## src/rtl/carry_lookahead_adder_if.sv

```systemverilog
// Operand/result bundle for the registered carry-lookahead adder.
// The master drives the operands and carry-in. The slave (the adder) returns
// the registered sum and carry-out.
interface carry_lookahead_adder_if #(
  parameter int WIDTH = 9
);
  logic [WIDTH-1:0] x;
  logic [WIDTH-1:0] y;
  logic             carry_in;
  logic [WIDTH-1:0] z;
  logic             carry_out;

  modport master (
    output x,
    output y,
    output carry_in,
    input  z,
    input  carry_out
  );

  modport slave (
    input  x,
    input  y,
    input  carry_in,
    output z,
    output carry_out
  );
endinterface

```

## src/rtl/carry_lookahead_adder.sv

```systemverilog
// Registered WIDTH-bit adder with a two-level carry-lookahead network.
// Each bit produces its own generate and propagate signals. GROUP-bit blocks
// expand their internal carries as sums of products from the block carry-in.
// A group-level unit works out every block carry-in, and the final carry-out,
// directly from the block (G, P) pairs and carry_in.
// The sum and carry-out registers load on every rising clk edge.
module carry_lookahead_adder #(
  parameter int WIDTH = 9,
  parameter int GROUP = 4
) (
  input  logic                   clk,
  input  logic                   rst_n,
  carry_lookahead_adder_if.slave bus
);

  // Number of lookahead blocks. The top block may be partial.
  localparam int NB = (WIDTH + GROUP - 1) / GROUP;
  // The shared lookahead function works on vectors wide enough for
  // either level.
  localparam int FW = (WIDTH > GROUP) ? WIDTH : GROUP;

  // Carry into position n of a (g, p) chain, written in flat
  // sum-of-products form:
  //   cin & p[0..n-1]  |  OR over j<n of ( g[j] & p[j+1..n-1] )
  // At every call site, n is an elaboration-time constant. The loops
  // therefore unroll into one AND-OR level with no ripple path.
  function automatic logic carry_sop(
    input logic [FW-1:0] gv,
    input logic [FW-1:0] pv,
    input int            n,
    input logic          cin
  );
    logic acc;
    logic term;
    acc = 1'b0;
    for (int j = 0; j < FW; j++) begin
      if (j < n) begin
        term = gv[j];
        for (int k = 0; k < FW; k++) begin
          if (k > j && k < n) begin
            term = term & pv[k];
          end
        end
        acc = acc | term;
      end
    end
    term = cin;
    for (int k = 0; k < FW; k++) begin
      if (k < n) begin
        term = term & pv[k];
      end
    end
    return acc | term;
  endfunction

  logic [WIDTH-1:0] g;          // per-bit generate
  logic [WIDTH-1:0] p;          // per-bit propagate
  logic [WIDTH:0]   c;          // carry into each bit, c[WIDTH] = carry out
  logic [FW-1:0]    grp_g;      // block generate, padded beyond NB
  logic [FW-1:0]    grp_p;      // block propagate, padded beyond NB
  logic [NB-1:0]    blk_cin;    // carry into each block
  logic [WIDTH-1:0] z_next;
  logic             carry_out_next;
  logic [WIDTH-1:0] z_reg;
  logic             carry_out_reg;

  assign g = bus.x & bus.y;
  assign p = bus.x ^ bus.y;

  // Group-level padding: unused slots never generate and always propagate,
  // so they cannot disturb the lookahead terms.
  genvar gi;
  generate
    for (gi = NB; gi < FW; gi++) begin : g_grp_pad
      assign grp_g[gi] = 1'b0;
      assign grp_p[gi] = 1'b1;
    end
  endgenerate

  generate
    for (gi = 0; gi < NB; gi++) begin : g_block
      localparam int BASE = gi * GROUP;
      localparam int LEN  = ((WIDTH - BASE) < GROUP) ? (WIDTH - BASE) : GROUP;

      logic [FW-1:0] bg;
      logic [FW-1:0] bp;

      // Gather this block's bits. A partial block is padded with
      // non-generating, propagating bits, so its G and P come out right.
      for (genvar gk = 0; gk < FW; gk++) begin : g_bit
        if (gk < LEN) begin : g_real
          assign bg[gk] = g[BASE + gk];
          assign bp[gk] = p[BASE + gk];
        end else begin : g_pad
          assign bg[gk] = 1'b0;
          assign bp[gk] = 1'b1;
        end
      end

      // Block terms for the group-level unit.
      assign grp_g[gi] = carry_sop(bg, bp, FW, 1'b0);
      assign grp_p[gi] = &bp;

      // Block carry-in, taken from all lower blocks and carry_in.
      assign blk_cin[gi] = carry_sop(grp_g, grp_p, gi, bus.carry_in);
      assign c[BASE]     = blk_cin[gi];

      // Internal carries, expanded from the block carry-in.
      for (genvar gk = 1; gk < LEN; gk++) begin : g_inner
        assign c[BASE + gk] = carry_sop(bg, bp, gk, blk_cin[gi]);
      end
    end
  endgenerate

  // The carry-out is one more lookahead step past the top block.
  assign c[WIDTH] = carry_sop(grp_g, grp_p, NB, bus.carry_in);

  assign z_next         = p ^ c[WIDTH-1:0];
  assign carry_out_next = c[WIDTH];

  // Result registers: cleared at once by reset, otherwise loaded every edge.
  always_ff @(posedge clk or negedge rst_n) begin
    if (!rst_n) begin
      z_reg         <= '0;
      carry_out_reg <= 1'b0;
    end else begin
      z_reg         <= z_next;
      carry_out_reg <= carry_out_next;
    end
  end

  assign bus.z         = z_reg;
  assign bus.carry_out = carry_out_reg;

endmodule

```

## src/flat_wrapper.sv

```systemverilog
// flat-port wrapper written by rule: the top's interface ports become plain ports
module carry_lookahead_adder_flat 
#(
  parameter int WIDTH = 9,
  parameter int GROUP = 4
)
  (clk, rst_n, bus_x, bus_y, bus_carry_in, bus_z, bus_carry_out);
  carry_lookahead_adder_if #(.WIDTH(WIDTH)) bus_i ();
  input  logic clk;
  input  logic rst_n;
  input wire logic [$bits(bus_i.x)-1:0] bus_x;
  input wire logic [$bits(bus_i.y)-1:0] bus_y;
  input wire logic [$bits(bus_i.carry_in)-1:0] bus_carry_in;
  output wire logic [$bits(bus_i.z)-1:0] bus_z;
  output wire logic [$bits(bus_i.carry_out)-1:0] bus_carry_out;
  assign bus_i.x = bus_x;
  assign bus_i.y = bus_y;
  assign bus_i.carry_in = bus_carry_in;
  assign bus_z = bus_i.z;
  assign bus_carry_out = bus_i.carry_out;
  carry_lookahead_adder #(.WIDTH(WIDTH), .GROUP(GROUP)) u_core (.clk(clk), .rst_n(rst_n), .bus(bus_i));
endmodule
```

## config.mk

```make
export PLATFORM = sky130hd
export DESIGN_NAME = carry_lookahead_adder_flat
export DESIGN_NICKNAME = d
export VERILOG_FILES = /design/src/rtl/carry_lookahead_adder_if.sv /design/src/rtl/carry_lookahead_adder.sv /design/src/flat_wrapper.sv
export SDC_FILE = /design/constraint.sdc
export NUM_CORES = 1
export LEC_CHECK = 0
export ABC_CLOCK_PERIOD_IN_PS = 800
export CAP_MARGIN = 10
export CORE_MARGIN = 3
export CORE_UTILIZATION = 30
export DETAILED_ROUTE_END_ITERATION = 8
export DONT_BUFFER_PORTS = 1
export PLACE_DENSITY_LB_ADDON = 0.15
export SLEW_MARGIN = 20
export SYNTH_ARGS = -nofsm -noshare
export SYNTH_HDL_FRONTEND = slang
export SYNTH_SLANG_ARGS = --single-unit
```

## constraint.sdc

```tcl
create_clock -name clk -period 0.8 [get_ports clk]
set_input_delay 0.16 -clock clk [delete_from_list [all_inputs] [get_ports clk]]
set_output_delay 0.16 -clock clk [all_outputs]
set_load 0.01 [all_outputs]
```

Yosys cells after proc, flatten, opt, wreduce, memory -nomap -nowiden:

Index checks and enable logic that the tools add are counted.

* bitwise operators: 51
* reduce and logical (&&, ||, !) cells: 2

Operators by type and width (count)
* 1-bit AND: 24
* 1-bit OR: 24
* 9-bit XOR: 2
* 9-bit AND: 1
* 4-bit AND reduction: 2

* register bits: 10
* input bits: 21
* output and inout port bits: 10
* word-level logic and storage cells: 55

Logic depth before layout (Yosys ltp):

* word-level depth: 13
* depth in mapped cells: 9
* gate-level depth less buffers: 9

Least setup slack after synthesis:

OpenSTA, ideal clock, no wires.

* path type: input -> register
* start: in bus_y[2]
* end: reg u_core.z_reg[7], in the netlist u_core.bus.z[7]
* arrival: 1745 ps
* data required time: 720 ps
* slack: -1025 ps
* cell stages on the path: 9
* cells stage by stage: ha_1 a21oi_2 o22ai_1 or2_2 ha_1 o21a_1 o21a_1 nor2_1 xnor2_1

* longest elaborated chain between the ends: 12
* elaborated cells on any way between the ends: 18

RTL lines
* start, declared: RTL line flat_wrapper.sv:12 `input wire logic [$bits(bus_i.y)-1:0] bus_y;`
* 9-bit XOR: RTL line carry_lookahead_adder.sv:68 `assign p = bus.x ^ bus.y;`
* 1-bit AND (2 in series): RTL line carry_lookahead_adder.sv:41 `term = term & pv[k];`
* 1-bit OR (3 in series): RTL line carry_lookahead_adder.sv:44 `acc = acc | term;`
* 1-bit OR (*): RTL line carry_lookahead_adder.sv:53 `return acc | term;`
* 1-bit AND (*) (3 in series): RTL line carry_lookahead_adder.sv:50 `term = term & pv[k];`
* 1-bit OR (*): RTL line carry_lookahead_adder.sv:53
* 9-bit XOR (*): RTL line carry_lookahead_adder.sv:118 `assign z_next = p ^ c[WIDTH-1:0];`
* net u_core.z_next[7]: RTL line carry_lookahead_adder.sv:62 `logic [WIDTH-1:0] z_next;`
* end signal, assigned: RTL line carry_lookahead_adder.sv:127 `z_reg <= z_next;`
* end, declared: RTL line carry_lookahead_adder.sv:64 `logic [WIDTH-1:0] z_reg;`

Mark *: on every way through the listed nets, which the timed path passes. The rest lies on a longest branch.

Worst setup path in the final report:

Same ends and word-level chain as after synthesis.

==> results_dict.tcl <==
set metrics [dict create \
    vias_per_cell 4.490 \
    rsz0062_at_grt "yes" \
    worst_setup_path_end_kind "flop" \
    synth_fp_nets 92 \
    required_ns 0.97 \
    pre_cts_slack_ns -0.9254 \
    die_area_um2 2702 \
    final_area_um2 949.7 \
    gp_congestion 0.8432 \
    cp-startpoint "bus_y[2]" \
    vdd_drop_max_mv 0.7952 \
    grt_pass1_vias 516 \
    cap_violations 0 \
    n_antenna_cell 0 \
    async_reset_ff_share_pct 100.0 \
    hold_path_depth 1 \
    ios 31 \
    fp-row-count 16 \
    syn_avg_cell_area_um2 10.94 \
    overflow 0 \
    slew_viol_final 0 \
    htreeDepth 1 \
    yosysSeqAreaShare_pct 39.45 \
    final_cells 102 \
    fin_crit_sh_pct 177.4 \
    timing.fmax_mhz 704.8 \
    vias 458 \
    syn-cell-area_um2 634.4 \
    grt_pass1_wl_um 2076 \
    finalHoldViolations 0 \
    fp.dieW_um 51.99 \
    clk_path_buf_depth 2 \
    drt_first_iter_violations 3 \
    final-setup-viol-count 18 \
    core_um2 1982 \
    finalNetCount 111 \
    drive_above_1_share_pct 46.67 \
    drtPass1Iterations 3 \
    grt_usage_pct 10.38 \
    place_inst 98 \
    wl_um 1201 \
    grt_max_degree 11 \
    status "finished with violations" \
    worst_pin_slew_ns 0.4178 \
    cp-start-kind "primary input" \
    p_per_area_nw_per_um2 1517 \
    hp-class "primary input to flop" \
    clkTransAtPathRegs_ns 0.05 \
    worstPathMaxFanout 3 \
    final.setup.worst_slack_ns -0.6189 \
    synth_edf_count 0 \
    routedWlPerCell_um 11.77 \
    yosys_register_bits 10 \
    slew_headroom_pct 72.05 \
    route.detailed.drc 0 \
    numCtsBuffers 3 \
    ant_nets 0 \
    hpwl_um 1096 \
    largest_register_ffs 9 \
    antenna_found_initial 0 \
    hp-start "bus_x[4]" \
    arrival_ns 1.59 \
    port_buffers 0 \
    die_height_um 51.99 \
    ys.flop_type "dfrtp_1" \
    cts-root-buf "clkbuf_4" \
    synth_cells 58 \
    p_leak_nw 0.4093 \
    clkSinkCount 10 \
    failed_checks "negative setup slack" \
    synthDistinctLibCells 22 \
    initial_core_util_pct 32.01 \
    fillers 188 \
    min_period_ns 1.419 \
    placed_cell_area_um2 878.3 \
    ys.warnings.count 0 \
    cts_tree "done" \
    critPathKind "primary input to flop" \
    syn_to_final_growth_pct 49.70 \
]
[repair_timing]
item	in CTS	in global routing
gates resized for setup	7	2
hold buffers	1	0
endpoints found under the hold margin	10	0
buffers inserted	0	0
pin swaps	7	1
setup endpoints to repair	18	18
gates cloned	0	0
[area by class of cell]
class	instances	area, um^2	area share [%]
inverter	5	26.28	2.767
clock buffer	3	22.52	2.372
multi-input combinational	43	505.5	53.23
tap	27	33.78	3.557
sequential	10	250.2	26.35
timing repair buffer	14	111.4	11.73
[synth_stat cells, types with 2 or more instances]
master | number | area, um^2
ha_1 | 11 | 137.6
dfrtp_1 | 10 | 250.2
nor2_1 | 5 | 18.77
nor3_1 | 2 | 10.01
xnor2_1 | 3 | 26.28
fa_1 | 2 | 40.04
o21a_1 | 4 | 30.03
inv_1 | 5 | 18.77
a21oi_1 | 3 | 15.01
[final timing paths]
check                      slack [ns]                              to
min in group asynchronous        0.28  u_core.bus.carry_out$_DFF_PN0_
max in group asynchronous        0.23       u_core.bus.z[5]$_DFF_PN0_
worst max-delay path            -0.62       u_core.bus.z[7]$_DFF_PN0_
worst min-delay path             0.13       u_core.bus.z[4]$_DFF_PN0_
[cell usage in the layout, fill, tap and decap left out]
cell type      instances
and4_1                 1
ha_1                   3
xnor2_1                2
buf_6                  1
a21oi_2                2
nor2_2                 1
or2_4                  1
nor2_1                 3
o21a_1                 4
nand3_1                1
o21ai_1                2
nand2_1                1
nor2_4                 1
xor2_1                 1
or3_1                  1
a211oi_2               1
inv_1                  4
ha_4                   8
and2_1                 1
fa_2                   2
o22ai_2                1
dfrtp_1               10
o211a_1                1
nor3_1                 2
a21oi_1                2
inv_8                  1
clkbuf_4               3
buf_4                 12
xnor2_2                1
dlygate4sd3_1          1
[per-stage QoR]
stage | power [W] | TNS (ns) | hold slack, ns | util [%]
4_1_cts | 0.001456 | -3.179 | 0.1238 | 47.41
6_report | 0.001441 | -3.090 | 0.1276 | 47.92
2_1_floorplan | 0.0009536 | -4.252 | -0.1356 | -
3_5_place_dp | 0.001103 | -5.406 | -0.1354 | 44.32
5_1_grt | 0.001555 | -3.724 | 0.1219 | 47.92
3_3_place_gp | 0.001091 | -5.352 | -0.1354 | 44.32
[layer usage]
metal | GRT usage [%] | part of all wire (%)
met5 | 0 | 0
met4 | 6.550 | 1.9
met3 | 1.146 | 8.0
met2 | 16.11 | 46
met1 | 13.56 | 44
[kinds of logic after synthesis]
| logic type | count (synthesis) | synth area share (%) |
|---|---|---|
| buffers and inverters | 5 | 2.959 |
| adders and majority gates | 13 | 28.01 |
| DFF | 10 | 39.45 |
| AOI/OAI and AO/OA | 13 | 13.81 |
| and+or+nand+nor | 13 | 10.26 |
| xor gates and xnor gates | 4 | 5.524 |
[power by group]
part | internal, W | total, W | switching [W]
Combinational | 0.000260 | 0.000454 | 0.000193
Sequential | 0.000599 | 0.000681 | 0.0000821
Clock | 0.000172 | 0.000306 | 0.000134
Total | 0.00103 | 0.00144 | 0.000410
[critical path, cell delays in order]
cell and delay [ns]:
ha_4 0.23, a21oi_2 0.15, o22ai_2 0.08, or2_4 0.25
ha_4 0.15, o21a_1 0.17, o21a_1 0.18, nor2_1 0.11
xnor2_1 0.12
Note: power is estimated with default switching activity, not from simulation.
==> variant (same settings) <==
Take the reset off `z_reg` and load it in a clocked block of its own.
--- a/src/rtl/carry_lookahead_adder.sv
+++ b/src/rtl/carry_lookahead_adder.sv
@@ -123,8 +123,10 @@
     if (!rst_n) begin
-      z_reg         <= '0;
       carry_out_reg <= 1'b0;
     end else begin
-      z_reg         <= z_next;
       carry_out_reg <= carry_out_next;
     end
+  end
+
+  always_ff @(posedge clk) begin
+    z_reg <= z_next;
   end
Behaviour: not the same (a bounded check fails within 4 cycles, from zero or initial values and one cycle with rst_n low).
==> variant against the unedited design <==
The flow still finishes with violations (negative setup slack); die area down 6.3%; design area decreased by 3.0%; power is 3.4% higher; sequential cell count is the same; wire length is 1.0% higher; worst setup slack gained 0.00055 ns; final cell count grew 0.98%; area after synthesis is 7.1% lower; critical path type unchanged.
==> variant: results (changes against the unedited design) <==
* Port buffer count at 0 (unchanged)
* Top cells by area, synth: dfxtp_1 (31%), ha_1 (23%), fa_1 (6.8%) (was dfrtp_1 (39%), ha_1 (22%), fa_1 (6.3%))
* Final setup viols at 9 (was 18)
* Leakage power at 0.0003872 uW (was 0.0004093 uW)
* Max stage delay on crit path at 0.25 ns (about the same)
* Filler instances at 171 (was 188)
* Run status: finished, violations left (unchanged)
* Syn. warnings at 0 (unchanged)
* Vias per cell at 4.738 (was 4.490)
* Layout cells sized above 1 at 0.5513 (was 0.4667)
* Relative slew slack at 0.8500 (was 0.7205)
* Wirelength, routed at 1213 um (was 1201 um)
* Hold crit path type: in -> async (was in -> reg)
* Primary FF master, synth: dfxtp_1 (was dfrtp_1)
* Vias in the first global route at 494 (was 516)
* Clock Path Buffers at 2 (unchanged)
* DRT Pass-1 Iters at 2 (was 3)
* Failing checks: negative setup slack (unchanged)
* First-pass GRT wire length at 1876 um (was 2076 um)
* Critical Path Fanout Max at 2 (was 3)
* DP Area at 815.8 um^2 (was 878.3 um^2)
* Synth cell count leaders: ha_1 (11), dfxtp_1 (9), inv_1 (5), nor2_1 (5), o21a_1 (4) (was ha_1 (11), dfrtp_1 (10), inv_1 (5), nor2_1 (5), o21a_1 (4))
* Register clock-pin slew on the reported worst setup and hold paths at 0.07 ns (was 0.05 ns)
* Setup WS post-layout at -0.6184 ns (was -0.6189 ns)
* Final Hold Slack at 0.09543 ns (was 0.1276 ns)
* DR WL/cell at 11.78 um (was 11.77 um)
* Crit path DAT at 1.61 ns (was 1.59 ns)
* Layout net count at 113 (was 111)
* GRT Util Overall at 0.09615 (was 0.1038)
* Largest net degree at the start of global routing at 7 (was 11)
* Routability Congestion at 0.7291 (was 0.8432)
* VDD IR max at 637.7 uV (was 795.2 uV)
* Seq/Total Area, Yosys at 0.3482 (was 0.3945)
* Post-DP HPWL at 959.3 um (was 1096 um)
* Placed insts at 94 (was 98)
* Yosys cell types at 23 (was 22)
* Antenna cells at 0 (unchanged)
* FFs w/ async S/R, synth at 0.1000 (was 1.000)
* Num CTS Buffers at 3 (unchanged)
variant: cell families (layout without fill, tap and decap cells):
logic type,Yosys count,count (layout),synth area share
adder cells (fa/ha/maj),13,13,0.3015
AO/OA/AOI/OAI,13,13,0.1486
AND/OR/NAND/NOR,13,13,0.1104
flip-flops,10,10,0.3482
buffers and inverters,5,25,0.03185
XOR/XNOR,4,4,0.05946
variant: report_power, final:
| group | leakage, uW | switching (uW) | total [uW] | internal [uW] |
|---|---|---|---|---|
| combinational | 0.000284 | 173 | 439 | 266 |
| sequential | 0.0000880 | 79.4 | 689 | 610 |
| clock | 0.0000150 | 170 | 363 | 193 |
variant: stage by stage:
stage                     setup slack, ns  TNS (ns)
final                             -0.6184    -3.566
after global routing              -0.7127    -4.025
after CTS                         -0.6215    -3.231
after detailed placement          -0.9260    -5.054
after global placement            -0.9178    -5.002
after floorplan                   -0.8815    -4.178
variant: per-layer routing:
metal,up-vias,part of all wire,GRT usage
met5,-,0,0
met4,0,0.031,0.07623
met3,4,0.071,0.02077
met2,21,0.55,0.1717
met1,223,0.35,0.09455
li1,240,-,-
variant: final cells by class:
cell class | count | area, um^2 | area share
Multi-Input combinational cell | 43 | 498.0 | 0.5408
Sequential cell | 10 | 212.7 | 0.2310
Timing Repair Buffer | 16 | 126.4 | 0.1372
Tap cell | 25 | 31.28 | 0.03397
Clock buffer | 4 | 26.28 | 0.02853
Inverter | 5 | 26.28 | 0.02853
variant: worst max-delay path by stage:
stage | start | to | slack, ns
2_1_floorplan | bus_y[2] | u_core.bus.z[7]$_DFF_P_ | -0.88
3_3_place_gp | bus_y[2] | u_core.bus.z[7]$_DFF_P_ | -0.92
3_5_place_dp | bus_y[0] | u_core.bus.z[7]$_DFF_P_ | -0.93
4_1_cts | bus_y[0] | u_core.bus.z[7]$_DFF_P_ | -0.62
5_1_grt | bus_y[0] | u_core.bus.z[7]$_DFF_P_ | -0.71
6_report | bus_y[0] | u_core.bus.z[7]$_DFF_P_ | -0.62
variant: timing repair:
action,CTS,global route
resized for setup,4,9
setup buffers,3,2
endpoints found under the hold margin,1,0
gates cloned,0,0
pin swaps,9,8
hold buffers,1,0
setup endpoints to repair,9,14
